[config.mk]
export PLATFORM = sky130hd
export DESIGN_NAME = if_fetch_stage
export DESIGN_NICKNAME = d
export VERILOG_FILES = /design/src/rtl/pipeline_pkg.sv /design/src/rtl/fetch_skid_buf.sv /design/src/rtl/if_fetch_stage.sv
export SDC_FILE = /design/constraint.sdc
export NUM_CORES = 1
export LEC_CHECK = 0
export ABC_AREA = 1
export BUFFER_PORTS_ARGS = -buffer_cell sky130_fd_sc_hd__buf_2
export CAP_MARGIN = 20
export CORE_UTILIZATION = 35
export CTS_CLUSTER_DIAMETER = 50
export DETAILED_ROUTE_END_ITERATION = 10
export GPL_TIMING_DRIVEN = 0
export PLACE_DENSITY = 0.62
export SLEW_MARGIN = 0
export SYNTH_ARGS = -nofsm -noshare
export SYNTH_HDL_FRONTEND = slang
export SYNTH_SLANG_ARGS = --single-unit
[constraint.sdc]
create_clock -name i_clock -period 11.05 [get_ports i_clock]
set_input_delay 0 -clock i_clock [delete_from_list [all_inputs] [get_ports i_clock]]
set_output_delay 0 -clock i_clock [all_outputs]
set_load 0.01 [all_outputs]
[src/rtl/pipeline_pkg.sv]
// Shared pipeline definitions: word type, NOP encoding, default fetch step,
// fetch FSM state encoding and a word-alignment helper.
package pipeline_pkg;

  typedef logic [31:0] word_t;

  localparam word_t       NOP_INSTR = 32'h0000_0000;
  localparam int unsigned PC_STEP   = 4;

  // S_REQ : a fetch request is outstanding at the current address
  // S_HOLD: the skid buffer holds a fetched word, no request issued
  // S_DROP: a redirect is pending, the in-flight fetch will be discarded
  typedef enum logic [1:0] {
    S_REQ  = 2'd0,
    S_HOLD = 2'd1,
    S_DROP = 2'd2
  } fetch_state_e;

  // Force a byte address onto a word boundary
  function automatic word_t alignWord(input word_t addr);
    return {addr[31:2], 2'b00};
  endfunction

endpackage

[src/rtl/fetch_skid_buf.sv]
// One-entry skid buffer holding a fetched {instruction, pc+step} pair while
// the IF/ID register is stalled.
module fetch_skid_buf
  import pipeline_pkg::*;
(
  input  logic  i_clock,
  input  logic  i_reset,
  input  logic  i_load,
  input  logic  i_unload,
  input  logic  i_clear,
  input  word_t i_instr,
  input  word_t i_pcPlus4,
  output word_t o_instr,
  output word_t o_pcPlus4,
  output logic  o_full
);

  word_t r_instr;
  word_t r_pcPlus4;
  logic  r_full;

  // Capture on load, empty on unload; a clear (redirect) wipes the entry
  always_ff @(posedge i_clock or posedge i_reset) begin
    if (i_reset) begin
      r_instr   <= NOP_INSTR;
      r_pcPlus4 <= '0;
      r_full    <= 1'b0;
    end else if (i_clear) begin
      r_instr   <= NOP_INSTR;
      r_pcPlus4 <= '0;
      r_full    <= 1'b0;
    end else if (i_load) begin
      r_instr   <= i_instr;
      r_pcPlus4 <= i_pcPlus4;
      r_full    <= 1'b1;
    end else if (i_unload) begin
      r_full    <= 1'b0;
    end
  end

  assign o_instr   = r_instr;
  assign o_pcPlus4 = r_pcPlus4;
  assign o_full    = r_full;

endmodule

[src/rtl/if_fetch_stage.sv]
// Instruction-fetch stage: owns the PC, talks to instruction memory over a
// req/ack handshake, parks a word in a skid buffer under stall, and flushes
// and redirects on a taken branch from EX.
module if_fetch_stage #(
  parameter logic [31:0] RESET_PC = 32'h0000_0000,
  parameter int unsigned PC_STEP  = 4
) (
  input  logic        i_clock,
  input  logic        i_reset,
  input  logic        i_stall,
  input  logic        i_branchTaken,
  input  logic [31:0] i_branchTarget,
  output logic        o_iMemReq,
  output logic [31:0] o_iMemAddr,
  input  logic        i_iMemAck,
  input  logic [31:0] i_iMemData,
  output logic [31:0] o_instrOut,
  output logic [31:0] o_pcPlus4Out,
  output logic        o_validOut
);

  import pipeline_pkg::*;

  fetch_state_e r_state;
  fetch_state_e w_nextState;

  word_t r_pc;
  word_t r_dropAddr;
  word_t r_instr;
  word_t r_pcPlus4;
  logic  r_valid;

  word_t w_pcPlusStep;
  word_t w_target;
  logic  w_fetchDone;
  logic  w_skidLoad;
  logic  w_skidUnload;
  logic  w_skidFull;
  word_t w_skidInstr;
  word_t w_skidPcPlus4;

  assign w_pcPlusStep = r_pc + word_t'(PC_STEP);
  assign w_target     = alignWord(i_branchTarget);
  assign w_fetchDone  = (r_state == S_REQ) && i_iMemAck;
  assign w_skidLoad   = w_fetchDone && i_stall && !i_branchTaken;
  assign w_skidUnload = (r_state == S_HOLD) && w_skidFull && !i_stall && !i_branchTaken;

  fetch_skid_buf u_skid (
    .i_clock   (i_clock),
    .i_reset   (i_reset),
    .i_load    (w_skidLoad),
    .i_unload  (w_skidUnload),
    .i_clear   (i_branchTaken),
    .i_instr   (i_iMemData),
    .i_pcPlus4 (w_pcPlusStep),
    .o_instr   (w_skidInstr),
    .o_pcPlus4 (w_skidPcPlus4),
    .o_full    (w_skidFull)
  );

  // Fetch FSM state register
  always_ff @(posedge i_clock or posedge i_reset) begin
    if (i_reset) r_state <= S_REQ;
    else         r_state <= w_nextState;
  end

  // Next-state logic; a taken branch outranks stall in every state
  always_comb begin
    w_nextState = r_state;
    case (r_state)
      S_REQ: begin
        if (i_branchTaken)              w_nextState = i_iMemAck ? S_REQ : S_DROP;
        else if (i_iMemAck && i_stall)  w_nextState = S_HOLD;
      end
      S_HOLD: begin
        if (i_branchTaken || !i_stall)  w_nextState = S_REQ;
      end
      S_DROP: begin
        if (i_iMemAck)                  w_nextState = S_REQ;
      end
      default:                          w_nextState = S_REQ;
    endcase
  end

  // Memory-side outputs; the old address is kept on the bus until a dropped fetch is acked
  always_comb begin
    o_iMemReq  = 1'b0;
    o_iMemAddr = r_pc;
    if (!i_reset && (r_state != S_HOLD)) o_iMemReq = 1'b1;
    if (r_state == S_DROP)               o_iMemAddr = r_dropAddr;
  end

  // PC advances on each accepted fetch and jumps to the aligned target on redirect
  always_ff @(posedge i_clock or posedge i_reset) begin
    if (i_reset)            r_pc <= RESET_PC;
    else if (i_branchTaken) r_pc <= w_target;
    else if (w_fetchDone)   r_pc <= w_pcPlusStep;
  end

  // Remember the address of the fetch that is in flight when a redirect first hits
  always_ff @(posedge i_clock or posedge i_reset) begin
    if (i_reset)                                                  r_dropAddr <= RESET_PC;
    else if ((r_state == S_REQ) && i_branchTaken && !i_iMemAck)   r_dropAddr <= r_pc;
  end

  // IF/ID register: flush, load from memory or skid, bubble once consumed, hold under stall
  always_ff @(posedge i_clock or posedge i_reset) begin
    if (i_reset) begin
      r_instr   <= NOP_INSTR;
      r_pcPlus4 <= '0;
      r_valid   <= 1'b0;
    end else if (i_branchTaken) begin
      r_instr   <= NOP_INSTR;
      r_valid   <= 1'b0;
    end else if (w_fetchDone && !i_stall) begin
      r_instr   <= i_iMemData;
      r_pcPlus4 <= w_pcPlusStep;
      r_valid   <= 1'b1;
    end else if (w_skidUnload) begin
      r_instr   <= w_skidInstr;
      r_pcPlus4 <= w_skidPcPlus4;
      r_valid   <= 1'b1;
    end else if (!i_stall) begin
      r_instr   <= NOP_INSTR;
      r_valid   <= 1'b0;
    end
  end

  assign o_instrOut   = r_instr;
  assign o_pcPlus4Out = r_pcPlus4;
  assign o_validOut   = r_valid;

endmodule

== Word level (Yosys, flattened, before mapping) ==
Cells that the tools add are included.

* $add $sub $neg: 1
* Shift operators: 0
* Multipliers: 0
* Magnitude comparators: 0
* Bitwise operators: 1
* Multiplexer cells: 27
* Eq/ne operators: 7
* Div/mod/pow operators: 0
* Reductions and logical operators: 23

{| class="wikitable"
|+ Operator list
! operator !! number
|-
| 2-to-1 mux 32 bit || 13
|-
| adder 32 x 3 -> 32 bit (second input constant) || 1
|-
| logical AND 1 bit || 11
|-
| 2-to-1 mux 2 bit || 5
|-
| 2-to-1 mux 1 bit || 8
|-
| one-hot mux 2 bit (3 select lines) || 1
|-
| nonzero test 2 bit || 3
|-
| zero test 1 bit || 4
|-
| inequality test 2 x 1 -> 1 bit (second input constant) || 2
|-
| inequality test 4 x 1 -> 1 bit (second input constant) || 1
|-
| inequality test 3 x 2 -> 1 bit (second input constant) || 1
|-
| AND reduction 3 bit || 1
|-
| nonzero test 3 bit || 1
|-
| equality test 2 x 1 -> 1 bit (second input constant) || 1
|-
| equality test 2 bit (second input constant) || 1
|-
| zero test 2 bit || 1
|-
| inequality test 2 bit (second input constant) || 1
|-
| AND reduction 2 bit || 1
|-
| logical OR 1 bit || 1
|-
| inverter 1 bit || 1
|}

* Register bits: 196
* Bits in latches: 0
* Memories: 0
* Output and inout bits: 98
* Memory bits (writable): 0
* ROM bits: 0

== Depth between registers and ports, before layout ==
Gate-level depths: netlist of the first run.

* Word-level depth: 7
* Depth in mapped cells: 10
* Mapped depth without buffers: 10

== Modules after synthesis ==
Synthesis of the first run repeated with hierarchy kept, for this count alone.

* Cell total of the unflattened synthesis: 1216
* Area, all modules: 9610.5 µm²

{| class="wikitable"
|+ Modules (own cells, without submodules)
! module !! sequential area each (µm²) !! cells each !! area each (µm²) !! instances
|-
| if_fetch_stage || 3178.0 || 932 || 6934.2 || 1
|-
| fetch_skid_buf || 1626.6 || 284 || 2676.3 || 1
|}

== Worst setup path after synthesis of the first run ==
OpenSTA, ideal clock, no wires.

* Path kind: register to register
* Start point: register r_pc[3]
* End point: register u_skid.r_pcPlus4[22] (netlist: u_skid.o_pcPlus4[22])
* Period minus slack after synthesis: 1452 ps
* Data required time: 10924 ps
* Arrival: 1326 ps
* Setup slack: 9598 ps
* Stages on the path, launching flop included: 11
* Cell sequence: dfrtp_1 ha_1 nand2_1 nor2_2 nand2_2 nor2_4 nand2_1 nand2_1 nand2_1 nand2_1 o21ai_0

* Word-level cells in the longest chain between the ends: 3

{| class="wikitable"
|+ RTL lines
! what !! line !! text
|-
| start, declared || if_fetch_stage.sv:27 || <nowiki>word_t r_pc;</nowiki>
|-
| start signal, assigned || if_fetch_stage.sv:96 || <nowiki>else if (i_branchTaken) r_pc <= w_target;</nowiki>
|-
| start signal, assigned || if_fetch_stage.sv:97 || <nowiki>else if (w_fetchDone) r_pc <= w_pcPlusStep;</nowiki>
|-
| adder 32 x 3 -> 32 bit || if_fetch_stage.sv:42 || <nowiki>assign w_pcPlusStep = r_pc + word_t'(PC_STEP);</nowiki>
|-
| 2-to-1 mux 32 bit || fetch_skid_buf.sv:32 || <nowiki>end else if (i_load) begin</nowiki>
|-
| 2-to-1 mux 32 bit || fetch_skid_buf.sv:28 || <nowiki>end else if (i_clear) begin</nowiki>
|-
| end signal, assigned || fetch_skid_buf.sv:34 || <nowiki>r_pcPlus4 <= i_pcPlus4;</nowiki>
|-
| end, declared || fetch_skid_buf.sv:19 || <nowiki>word_t r_pcPlus4;</nowiki>
|}

No other way between the ends. The select of a mux whose other input is x is not followed.
A chain may end at the register's enable or synchronous reset.

== Worst setup path in the final report of the first run ==
* Start point: register r_state[1]
* End point: output o_iMemAddr[26]

* Word-level cells in the longest chain between the ends: 2

{| class="wikitable"
|+ RTL lines
! what !! line !! text
|-
| start, declared || if_fetch_stage.sv:24 || <nowiki>fetch_state_e r_state;</nowiki>
|-
| start signal, assigned || if_fetch_stage.sv:64 || <nowiki>else r_state <= w_nextState;</nowiki>
|-
| equality test 2 bit || if_fetch_stage.sv:90 || <nowiki>if (r_state == S_DROP) o_iMemAddr = r_dropAddr;</nowiki>
|-
| 2-to-1 mux 32 bit || if_fetch_stage.sv:90 ||
|-
| end, declared || if_fetch_stage.sv:14 || <nowiki>output logic [31:0] o_iMemAddr,</nowiki>
|}

No other way between the ends.

==> impl_results.md, run 1 <==
- Net Sw Frac: 0.330
- Largest net degree at the start of global routing: 120
- M1 GR Usage: 0.306
- CTS root buffer: clkbuf_16
- Crit path launch type: flip-flop
- Gp weighted congestion: 0.917
- Max Slew Vio Count: 0
- Max-Cap Viols: 0
- Maximum fanout along the worst path: 10
- Resize count post-CTS: 0
- Total Routing Usage GR: 0.220
- Synth Instances: 1173
- DR WL/cell: 16.1 um
- Total clock sinks: 190
- I/O pins: 167
- H-tree Lvls: 4
- Num CTS Buffers: 17
- DRT antenna net count: 0
- Worst Path Arrival: 2.20 ns
- Final hold violations: 0
- Leakage power: 5.69 nW
- Post-route insts no fill: 1764
- Vias per inst: 4.91
- Die width: 164 um
- Netlist cell types: 32
- CP Buf/Inv Count: 3
- Deepest clock path buffer count: 2
- DRC: 0
- Total wire length: 28.4 mm
- Worst-path cell chain: inv_1 -> nor2_1 -> clkbuf_1 -> nand2_1 -> o21ai_0 -> buf_2
- GRT busiest layer: met2
- CP peak stage delay: 0.47 ns
- Synth Area per Inst: 7.83 um^2
- Synth top area cells: dfrtp_1 52%, nand2_1 17%, o21ai_0 6.3%
- FF/Latch Area: 0.00475 mm^2
- Power Density: 156 mW/mm^2
- Overall power: 1.82 mW
- TNS Setup: 0 ns
- Post-synthesis sequential area ratio: 0.517
- Sw Pwr: 0.599 mW
- Critical path type: flip-flop to output port
- Primary FF master, synth: dfrtp_1
- CTS tree: yes
- FILL cells: 2577
- Core Util, Final: 0.458
- P_int: 1.22 mW
- I/O Buffers: 162
- Asr flop ratio synth: 1.00
- Number of hold buffers added after cts: 65
- Final worst path period share: 0.199
- Status: finished clean
- Share of the synthesized area in the top cell type: 0.517
- Flop pwr share: 0.458
- Final Setup Violations: 0
- RSZ-0062 raised after global routing: no
- Worst-case hold slack: 0.100 ns
- Placed insts: 1667
- Worst VDD drop: 0.0000941 V
- Min cycle time layout: 2.20 ns
- Synth Cell Area: 0.00919 mm^2
- Antenna violations before repair: 0
- M3 GR Usage: 0.0500
- First drt pass iteration count: 7
- Row cnt: 58
- CP Capture Type: output port
- Number of storage elements in the synthesis netlist: 190
- Clock power frac: 0.337
- Die H: 164 um
- Post-synth EDFFs: 0
- Total number of yosys warnings: 0
- CP max stage cell: clkbuf_1
- Iteration-0 DRC Markers: 635
- Final Skew: 0.0163 ns
- Area leader, netlist: dfrtp_1
- GR Util met2: 0.341
- Worst Tran Pin Value: 0.684 ns
- Ant. Diodes: 0
- Area delta synth->final: 27.1%
- Worst path top cell family by delay: buffers and inverters
- Gr ovfl total: 0
- HP Class: primary input to flip-flop
- Area of the multi-input gates: 0.00363 mm^2
- Vias post-DR: 8661
- Full die area: 0.0269 mm^2
- Logic gate share of total power: 0.205
- Vias in the first global route: 8329
- Clock transition at the registers of the reported paths: 0.08 ns
- Initial core utilization: 0.361
- CORE AREA: 0.0255 mm^2
- Worst skew pair latency: 0.44 ns
- WP data required: 11.05 ns
- Global-route wire length before repair: 45.0 mm
- Post-DP HPWL: 20.5 mm
- Setup bufs post-CTS: 0
- Slew margin rel.: 0.544
- Share of cells above drive strength 1: 0.184
- Nets: 1491
- Fmax: 454 MHz
synth_stat cells (2+ instances only):
library cell  number
buf_6             11
nand3_1           53
dfrtp_1          190
xor2_1             6
inv_1            113
clkbuf_1          18
inv_2              5
nor2_1            71
buf_2             18
a21oi_1           52
buf_4             10
nor2_4             5
o211ai_1          17
and2_1             3
nor2_2             7
o21ai_0          116
nand2_1          406
o21ai_1           41
o22ai_1           11
o31ai_1            2
nand2_2            7
power by group through the flow:
stage	Combinational, mW	Sequential, mW	Clock, mW
detailed placement	0.357	0.844	0
global placement	0.352	0.843	0
floorplan	0.199	0.850	0
finish	0.373	0.832	0.612
global route	0.418	0.843	0.654
CTS	0.376	0.831	0.623
worst min-delay path: stages:
cell and delay (ns):
buf_2 0.15, inv_2 0.11, o22ai_1 0.18, a21oi_1 0.05
metrics by stage:
step / instance area, um^2 / setup WS [ns]
finish: 11700 / 8.85
global route: 11700 / 8.69
CTS: 11700 / 8.83
detailed placement: 10500 / 9.19
global placement: 10400 / 3.35
floorplan: 9190 / 5.88
registers in the layout, indices dropped and copies added (netlist names), 2 cells and up:
| signal | cells |
|---|---|
| u_skid.o_pcPlus4 | 31 |
| r_pc | 30 |
| o_pcPlus4Out | 31 |
| r_dropAddr | 30 |
| u_skid.o_instr | 32 |
| r_state | 2 |
| o_instrOut | 32 |
kinds of logic after synthesis:
family                   share of synthesized area
flip-flops                                   0.517
buffers and inverters                       0.0884
adder cells (fa/ha/maj)                    0.00136
AND/OR/NAND/NOR                              0.246
other                                     0.000408
XOR/XNOR                                   0.00572
AO/OA/AOI/OAI                                0.140
final cells by class:
| cell class | count | share of cell area |
|---|---|---|
| Buffer | 58 | 0.0309 |
| Clock buffer | 18 | 0.0367 |
| Clock inverter | 14 | 0.0125 |
| Inverter | 119 | 0.0393 |
| Multi-Input combinational cell | 807 | 0.311 |
| Sequential cell | 190 | 0.407 |
| Tap cell | 330 | 0.0354 |
| Timing Repair Buffer | 228 | 0.127 |
final timing paths:
kind	slack (ns)	cells past startpoint	from	to
hold / removal	0.10	4	i_branchTaken	r_pc[3]$_DFFE_PP0P_
setup reg to reg	9.11	10	r_pc[3]$_DFFE_PP0P_	u_skid.o_pcPlus4[24]$_DFFE_PP0P_
hold reg to reg	0.47	2	o_pcPlus4Out[18]$_DFFE_PP0P_	o_pcPlus4Out[18]$_DFFE_PP0P_
setup / recovery	8.85	6	r_state[1]$_DFFE_PP0P_	o_iMemAddr[26]
min in group asynchronous	0.20	3	i_reset	r_dropAddr[3]$_DFFE_PP0P_
max in group asynchronous	9.87	4	i_reset	r_pc[29]$_DFFE_PP0P_
cell usage in the layout (no fill, tap or decap), drive strengths merged:
| master | n |
|---|---|
| inv | 125 |
| nand2 | 414 |
| nor3 | 1 |
| conb | 2 |
| dlygate4sd3 | 65 |
| clkbuf | 36 |
| nand3 | 54 |
| and2 | 4 |
| nor2 | 83 |
| o21bai | 1 |
| dfrtp | 190 |
| o22ai | 11 |
| clkinv | 7 |
| o21ai | 158 |
| o211ai | 17 |
| clkinvlp | 1 |
| o221ai | 1 |
| ha | 1 |
| buf | 203 |
| xor2 | 6 |
| a21oi | 52 |
| o31ai | 2 |
layer usage:
layer	share of wire	wire length (um)
met3	0.069	1960
met4	0.020	562
met2	0.46	12900
met1	0.46	12900
met5	0	0
No activity file was read; power rests on OpenSTA's default activity.
==> inputs of run 2 (changes only) <==
--- a/config.mk
+++ b/config.mk
@@ -5,14 +5,14 @@
 export SDC_FILE = /design/constraint.sdc
 export NUM_CORES = 1
 export LEC_CHECK = 0
-export ABC_AREA = 1
+export ABC_AREA = 0
 export BUFFER_PORTS_ARGS = -buffer_cell sky130_fd_sc_hd__buf_2
 export CAP_MARGIN = 20
 export CORE_UTILIZATION = 35
 export CTS_CLUSTER_DIAMETER = 50
 export DETAILED_ROUTE_END_ITERATION = 10
 export GPL_TIMING_DRIVEN = 0
-export PLACE_DENSITY = 0.62
+export PLACE_DENSITY = 0.64
 export SLEW_MARGIN = 0
 export SYNTH_ARGS = -nofsm -noshare
 export SYNTH_HDL_FRONTEND = slang
==> constraint.sdc (replaced) <==
create_clock -name i_clock -period 1.8 [get_ports i_clock]
set_input_delay 0 -clock i_clock [delete_from_list [all_inputs] [get_ports i_clock]]
set_output_delay 0 -clock i_clock [all_outputs]
set_load 0.01 [all_outputs]
==> run 2 against run 1 <==
  * The run now ends with negative setup slack left
  * Die area fell by 1.4%
  * Worst hold slack improved by 0.036 ns
  * Clock power increased to 6.1 times the previous value
  * Via count decreased by 7.8%
  * Total power rose to 6.5 times the previous value
  * Critical path type is now flip-flop to flip-flop
==> impl_results.md, run 2 <==
- Status: complete, but fails checks (was finished clean)
- I/O Buffers: 160 (was 162)
- Final hold violations: 0 (unchanged)
- Vias post-DR: 7989 (was 8661)
- Critical path type: flip-flop to flip-flop (was flip-flop to output port)
- Largest net degree at the start of global routing: 38 (was 120)
- CORE AREA: 0.0253 mm^2 (was 0.0255 mm^2)
- Overall power: 11.9 mW (was 1.82 mW)
- Vias in the first global route: 7859 (was 8329)
- Top cell by count, worst path: or4_4
- CP Capture Type: flip-flop (was output port)
- Full die area: 0.0265 mm^2 (was 0.0269 mm^2)
- Maximum fanout along the worst path: 8 (was 10)
- Total Routing Usage GR: 0.215 (was 0.220)
- Clock power frac: 0.316 (was 0.337)
- Deepest clock path buffer count: 2 (unchanged)
- Synth top area cells: dfrtp_1 52%, mux2_2 7.3%, o21ai_0 4.0% (was dfrtp_1 52%, nand2_1 17%, o21ai_0 6.3%)
- Share of the synthesized area in the top cell type: 0.525 (was 0.517)
- FF/Latch Area: 0.00476 mm^2 (was 0.00475 mm^2)
- Final Skew: 0.0168 ns (was 0.0163 ns)
- Reg2Reg Depth: 4 (was 10)
- Antenna violations before repair: 0 (unchanged)
- DRC: 0 (unchanged)
- Area leader, netlist: dfrtp_1 (unchanged)
- Total number of yosys warnings: 0 (unchanged)
- Final Setup Violations: 60 (was 0)
- Synth Area per Inst: 10.4 um^2 (was 7.83 um^2)
- Area delta synth->final: 44.5% (was 27.1%)
- Post-DP HPWL: 18.8 mm (was 20.5 mm)
- Ant. Diodes: 0 (unchanged)
- Post-synth EDFFs: 0 (unchanged)
- DRT antenna net count: 0 (unchanged)
- Num CTS Buffers: 17 (unchanged)
- Worst skew pair latency: 0.45 ns (was 0.44 ns)
- RSZ-0062 raised after global routing: yes (was no)
- Slew margin rel.: 0.514 (was 0.544)
- Dpl cell area: 0.0104 mm^2 (was 0.0105 mm^2)
- Max-Cap Viols: 0 (unchanged)
- TNS Setup: -3.33 ns (was 0 ns)
- Reg2reg setup slack: -0.16 ns (was 9.11 ns)
- List of most frequent post-synthesis cells: 190 x dfrtp_1, 94 x nand2_1, 72 x o21ai_0 (was 406 x nand2_1, 190 x dfrtp_1, 116 x o21ai_0)
- Failing checks: negative setup slack
- Number of storage elements in the synthesis netlist: 190 (unchanged)
- Top-count cell post-synth: dfrtp_1 (was nand2_1)
- Initial core utilization: 0.359 (was 0.361)
- Primary FF master, synth: dfrtp_1 (unchanged)
- Commonest non-fill, non-tap cell in the layout: dfrtp_1 (was nand2_1)
- H-tree Lvls: 4 (unchanged)
- Finished Cell Area: 0.0131 mm^2 (was 0.0117 mm^2)
- FILL cells: 2260 (was 2577)
- Vias per inst: 5.29 (was 4.91)
- CTS tree: yes (unchanged)
- HP Class: primary input to asynchronous set/reset pin (was primary input to flip-flop)
- Post-synthesis sequential area ratio: 0.525 (was 0.517)
- P_int: 8.18 mW (was 1.22 mW)
- Gr ovfl total: 0 (unchanged)
- Flop pwr share: 0.434 (was 0.458)
- Leakage power: 5.97 nW (was 5.69 nW)
- Crit path launch type: flip-flop (unchanged)
- CTS root buffer: clkbuf_16 (unchanged)
- Nets: 1237 (was 1491)
- Logic gate share of total power: 0.250 (was 0.205)
- Global-route wire length before repair: 44.0 mm (was 45.0 mm)
- Die width: 163 um (was 164 um)
- Total wire length: 28.8 mm (was 28.4 mm)
- Max Slew Vio Count: 0 (unchanged)
- Net Sw Frac: 0.311 (was 0.330)
- Gp weighted congestion: 0.830 (was 0.917)
- Iteration-0 DRC Markers: 688 (was 635)
- Area of the multi-input gates: 0.00449 mm^2 (was 0.00363 mm^2)
- Power Density: 908 mW/mm^2 (was 156 mW/mm^2)
- Worst Path Arrival: 2.34 ns (was 2.20 ns)
- WP data required: 2.18 ns (was 11.05 ns)
- Worst Tran Pin Value: 0.730 ns (was 0.684 ns)
- Die H: 163 um (was 164 um)
- Sw Pwr: 3.69 mW (was 0.599 mW)
- Asr flop ratio synth: 1.00 (unchanged)
- I/O pins: 167 (unchanged)
- Netlist cell types: 50 (was 32)
- Final worst path period share: 1.09
- Worst-case hold slack: 0.136 ns (was 0.100 ns)
- Worst-path cell chain: mux2i_2 -> or4_4 -> or4_4 -> nand3_2 (was inv_1 -> nor2_1 -> clkbuf_1 -> nand2_1 -> o21ai_0 -> buf_2)
- Min cycle time layout: 1.96 ns
- Most frequent cells in the layout: 182 x dfrtp_1, 142 x buf_2, 90 x nand2_1, 64 x dlygate4sd3_1, 50 x buf_4 (was 406 x nand2_1, 190 x dfrtp_1, 180 x buf_2, 116 x o21ai_0, 112 x inv_1)
- Row cnt: 58 (unchanged)
- Setup ws final: -0.156 ns (was 8.85 ns)
- Synth Instances: 874 (was 1173)
- Fmax: 511 MHz
- Synth Cell Area: 0.00906 mm^2 (was 0.00919 mm^2)
- First drt pass iteration count: 5 (was 7)
- CP max stage cell: or4_4 (was clkbuf_1)
- Worst VDD drop: 0.000596 V (was 0.0000941 V)
- CP peak stage delay: 0.59 ns (was 0.47 ns)
- DR WL/cell: 19.0 um (was 16.1 um)
- Total clock sinks: 190 (unchanged)
- Clock transition at the registers of the reported paths: 0.08 ns (about the same)
- Share of cells above drive strength 1: 0.378 (was 0.184)
run 2: changes by cell type after synthesis, sizes merged, moves of 28 or more:
cell and delta:
a22o +34, inv -114, clkbuf +39, o21ai -80, nor2 -50, nor2b +35, a221oi +32, nand2 -318
mux2 +59, nand3 -28, nor3 +38
run 2: path summary, 6_finish.rpt:
path	startpoint	endpoint
setup / recovery	r_state[0]$_DFFE_PP0P_	o_pcPlus4Out[23]$_DFFE_PP0P_
setup reg to reg	r_state[0]$_DFFE_PP0P_	o_pcPlus4Out[23]$_DFFE_PP0P_
hold / removal	i_reset	o_instrOut[8]$_DFFE_PP0P_
hold reg to reg	o_pcPlus4Out[10]$_DFFE_PP0P_	o_pcPlus4Out[10]$_DFFE_PP0P_
min in group i_clock	i_branchTaken	o_validOut$_DFFE_PP0P_
max in group asynchronous	i_reset	r_pc[2]$_DFFE_PP0P_
run 2: power by group through the flow:
stage | sequential (mW) | combinational [mW] | clock (mW)
floorplan | 5.21 | 1.29 | 0
global placement | 5.16 | 2.17 | 0
detailed placement | 5.18 | 2.22 | 0
CTS | 5.12 | 2.79 | 3.82
global route | 5.22 | 3.20 | 3.98
finish | 5.15 | 2.97 | 3.75
run 2: timing repair:
| action | CTS | global route |
|---|---|---|
| buffers inserted | 27 | 20 |
| cloned | 2 | 4 |
| gates resized for setup | 162 | 137 |
| endpoints found under the hold margin | 212 | 0 |
| setup endpoints to repair | 211 | 204 |
| hold buffers | 64 | 0 |
| pin swaps | 17 | 33 |
run 2: area by class of cell:
| cell class | count | area share |
|---|---|---|
| clock buffer | 17 | 0.0325 |
| inverter | 4 | 0.00143 |
| clock inverter | 15 | 0.0113 |
| buffer | 76 | 0.0431 |
| multi-input combinational | 595 | 0.343 |
| sequential | 190 | 0.364 |
| timing repair buffer | 283 | 0.173 |
| tap | 330 | 0.0316 |
run 2: logic make-up after synthesis:
logic type,count (synthesis),share of synthesized area
and+or+nand+nor,281,0.160
muxes,61,0.0756
buffers and inverters,90,0.0432
adders and majority gates,1,0.00138
AOI/OAI and AO/OA,196,0.142
other,1,0.000414
xor gates and xnor gates,54,0.0522
DFF,190,0.525
run 2: critical path: cells and delay by family, from the launching register on:
family / cells / cell delay, ns
flip-flops: 1 / 0.49
multiplexers: 1 / 0.21
AND/OR/NAND/NOR: 3 / 1.21
run 2: per-stage QoR:
step,setup slack (ns),cells,utilization
floorplan,-0.648,875,-
global placement,-1.96,1365,0.408
detailed placement,-0.550,1371,0.413
CTS,-0.0963,1490,0.494
global route,-0.194,1510,0.518
finish,-0.156,1510,0.518
run 2: layer usage:
| metal | track usage | wire length [um] | part of all wire | vias up |
|---|---|---|---|---|
| li1 | - | - | - | 3696 |
| met4 | 0.0701 | 684 | 0.024 | 0 |
| met5 | 0 | 0 | 0 | - |
| met1 | 0.299 | 13000 | 0.45 | 3966 |
| met3 | 0.0420 | 1630 | 0.057 | 42 |
| met2 | 0.334 | 13500 | 0.47 | 285 |
==> inputs of run 3 (changes only) <==
--- a/config.mk
+++ b/config.mk
@@ -8,8 +8,10 @@
 export ABC_AREA = 0
 export BUFFER_PORTS_ARGS = -buffer_cell sky130_fd_sc_hd__buf_2
 export CAP_MARGIN = 20
+export CORE_MARGIN = 2
 export CORE_UTILIZATION = 35
 export CTS_CLUSTER_DIAMETER = 50
+export CTS_CLUSTER_SIZE = 24
 export DETAILED_ROUTE_END_ITERATION = 10
 export GPL_TIMING_DRIVEN = 0
 export PLACE_DENSITY = 0.64
==> run 3 against run 2 <==
  * The run still ends with negative setup slack left
  * Clock power is 4% higher
  * Design area up 4.1%
  * First-iteration DRC count fell by 8.0%
  * Wire length is 4.5% higher
  * Sequential cell count unchanged
  * Clock skew grew 0.0012 ns
  * Non-clock buffer count up 13
  * Highest routed layer unchanged
==> impl_results.md, run 3 (synthesis gave the netlist of run 2 again) <==
- Total Routing Usage GR: 0.207 (was 0.215)
- CTS root buffer: clkbuf_16 (unchanged)
- Most frequent cells in the layout: 179 x dfrtp_1, 140 x buf_2, 85 x nand2_1, 64 x dlygate4sd3_1, 56 x buf_6 (was 182 x dfrtp_1, 142 x buf_2, 90 x nand2_1, 64 x dlygate4sd3_1, 50 x buf_4)
- Final worst path period share: 1.06 (was 1.09)
- Gp weighted congestion: 0.820 (was 0.830)
- DRC: 0 (unchanged)
- Worst Tran Pin Value: 0.906 ns (was 0.730 ns)
- Iteration-0 DRC Markers: 633 (was 688)
- TNS Setup: -6.86 ns (was -3.33 ns)
- Die width: 165 um (was 163 um)
- CP peak stage delay: 0.49 ns (was 0.59 ns)
- Initial core utilization: 0.358 (was 0.359)
- Critical path type: flip-flop to flip-flop (unchanged)
- Share of cells above drive strength 1: 0.405 (was 0.378)
- Worst-case hold slack: 0.188 ns (was 0.136 ns)
- RSZ-0062 raised after global routing: yes (unchanged)
- Clock transition at the registers of the reported paths: 0.08 ns (about the same)
- Worst-path cell chain: buf_12 -> nor3b_4 -> buf_4 -> buf_6 -> a21oi_4 -> buf_4 -> a22o_1 (was mux2i_2 -> or4_4 -> or4_4 -> nand3_2)
- Post-DP HPWL: 19.0 mm (was 18.8 mm)
- Net Sw Frac: 0.305 (was 0.311)
- First drt pass iteration count: 5 (unchanged)
- Worst VDD drop: 0.000580 V (was 0.000596 V)
- Pre-CTS setup slack: -0.514 ns (was -0.550 ns)
- Worst Path Arrival: 2.22 ns (was 2.34 ns)
- CP startpoint: r_state[0]$_DFFE_PP0P_ (unchanged)
- Max-Cap Viols: 0 (unchanged)
- I/O pins: 167 (unchanged)
- Setup ws final: -0.108 ns (was -0.156 ns)
- Min cycle time layout: 1.91 ns (was 1.96 ns)
- Flop pwr share: 0.421 (was 0.434)
- I/O Buffers: 160 (unchanged)
- Slew margin rel.: 0.396 (was 0.514)
- Hold Startpoint: i_branchTaken
- Failing checks: negative setup slack (unchanged)
- Deepest clock path buffer count: 2 (unchanged)
- Final Setup Violations: 116 (was 60)
- DRT antenna net count: 0 (unchanged)
- Total clock sinks: 190 (unchanged)
- FILL cells: 2152 (was 2260)
- Status: complete, but fails checks (unchanged)
- Vias per inst: 5.32 (was 5.29)
- P_int: 8.52 mW (was 8.18 mW)
- Nets: 1251 (was 1237)
- Global-route wire length before repair: 43.4 mm (was 44.0 mm)
- CTS tree: yes (unchanged)
- Max Slew Vio Count: 0 (unchanged)
- CP max stage cell: dfrtp_2 (was or4_4)
- Gr ovfl total: 0 (unchanged)
- WP data required: 2.12 ns (was 2.18 ns)
- Worst skew pair latency: 0.44 ns (was 0.45 ns)
- CP Capture Type: flip-flop (unchanged)
- Vias in the first global route: 7748 (was 7859)
- Sw Pwr: 3.74 mW (was 3.69 mW)
- Die H: 165 um (was 163 um)
- Full die area: 0.0272 mm^2 (was 0.0265 mm^2)
- Power Density: 900 mW/mm^2 (was 908 mW/mm^2)
- Num CTS Buffers: 17 (unchanged)
- Top cell by count, worst path: buf_4 (was or4_4)
- Total wire length: 30.0 mm (was 28.8 mm)
- Row cnt: 58 (unchanged)
- CP Buf/Inv Count: 4 (was 0)
- HP Class: primary input to flip-flop (was primary input to asynchronous set/reset pin)
- Maximum fanout along the worst path: 6 (was 8)
- Core Util, Final: 0.538 (was 0.518)
- Clock power frac: 0.318 (was 0.316)
- Antenna violations before repair: 0 (unchanged)
- DR WL/cell: 19.7 um (was 19.0 um)
- Post-route insts no fill: 1524 (was 1510)
- Worst path top cell family by delay: buffers and inverters (was simple AND/OR/NAND/NOR gates)
- Crit path launch type: flip-flop (unchanged)
- H-tree Lvls: 4 (unchanged)
- CORE AREA: 0.0253 mm^2 (about the same)
- Vias post-DR: 8111 (was 7989)
- Leakage power: 6.19 nW (was 5.97 nW)
- Largest net degree at the start of global routing: 41 (was 38)
- Area delta synth->final: 50.3% (was 44.5%)
- Ant. Diodes: 0 (unchanged)
- Logic gate share of total power: 0.260 (was 0.250)
- Final hold violations: 0 (unchanged)
- Fmax: 524 MHz (was 511 MHz)
- Placed insts: 1370 (was 1371)
- Commonest non-fill, non-tap cell in the layout: dfrtp_1 (unchanged)
- R2r startpoint: r_state[0]$_DFFE_PP0P_ (unchanged)
- Final Skew: 0.0180 ns (was 0.0168 ns)
==> run 3: changes by cell type in the layout (fill, tap and decap cells not counted), moves of 6 or more <==
cell | before | now
clkbuf_2 | 7 | 0
a221oi_2 | 0 | 6
o21ai_0 | 45 | 25
o21ai_1 | 31 | 51
a221oi_1 | 32 | 24
buf_6 | 44 | 56
==> run 3: metal layers <==
metal,up-vias,track usage,part of all wire
li1,3717,-,-
met5,-,0,0
met4,0,0.0632,0.024
met1,4088,0.290,0.44
met3,51,0.0382,0.050
met2,255,0.328,0.48
==> run 3: final cells by class <==
class	count	area, um^2	share of cell area
repair buffers	297	2470	0.181
inverters	4	18.8	0.00138
plain buffers	75	651	0.0478
multi-input cells	596	4700	0.345
clock inverters	13	149	0.0109
flip-flops and latches	190	4770	0.350
well taps	330	413	0.0303
clock buffers	19	453	0.0333
==> run 3: worst min-delay path: stages <==
cell     delay [ns]
buf_2          0.34
nor2b_1        0.13
nand2_1        0.07
nand2_1        0.05
==> run 3: what timing repair did <==
item,CTS,global route
gates cloned,2,12
hold buffers,64,0
hold endpoints to repair,121,0
pin swaps,19,79
setup endpoints to repair,210,204
buffers inserted,27,28
gates resized for setup,162,239
==> run 3: worst paths after layout <==
check / end / slack, ns / cells past startpoint
max: u_skid.o_instr[2]$_DFFE_PP0P_ / -0.11 / 7
min: o_validOut$_DFFE_PP0P_ / 0.19 / 4
max reg2reg: u_skid.o_instr[2]$_DFFE_PP0P_ / -0.11 / 7
min reg2reg: o_pcPlus4Out[8]$_DFFE_PP0P_ / 0.48 / 1
max in group asynchronous: r_pc[3]$_DFFE_PP0P_ / 0.71 / 5
min in group asynchronous: o_instrOut[8]$_DFFE_PP0P_ / 0.23 / 3
==> run 3: power groups by stage <==
stage	registers, mW	logic, mW	clock network (mW)
after global placement	5.17	2.16	0
after detailed placement	5.19	2.21	0
after CTS	5.13	2.71	3.93
after floorplan	5.21	1.29	0
after global routing	5.23	3.43	4.15
final	5.17	3.19	3.90
==> run 3: through the flow <==
step                instance area [um^2]  total power [mW]
global route                       13600              12.8
floorplan                           9090              6.50
global placement                   10300              7.33
detailed placement                 10400              7.40
CTS                                12500              11.8
finish                             13600              12.3
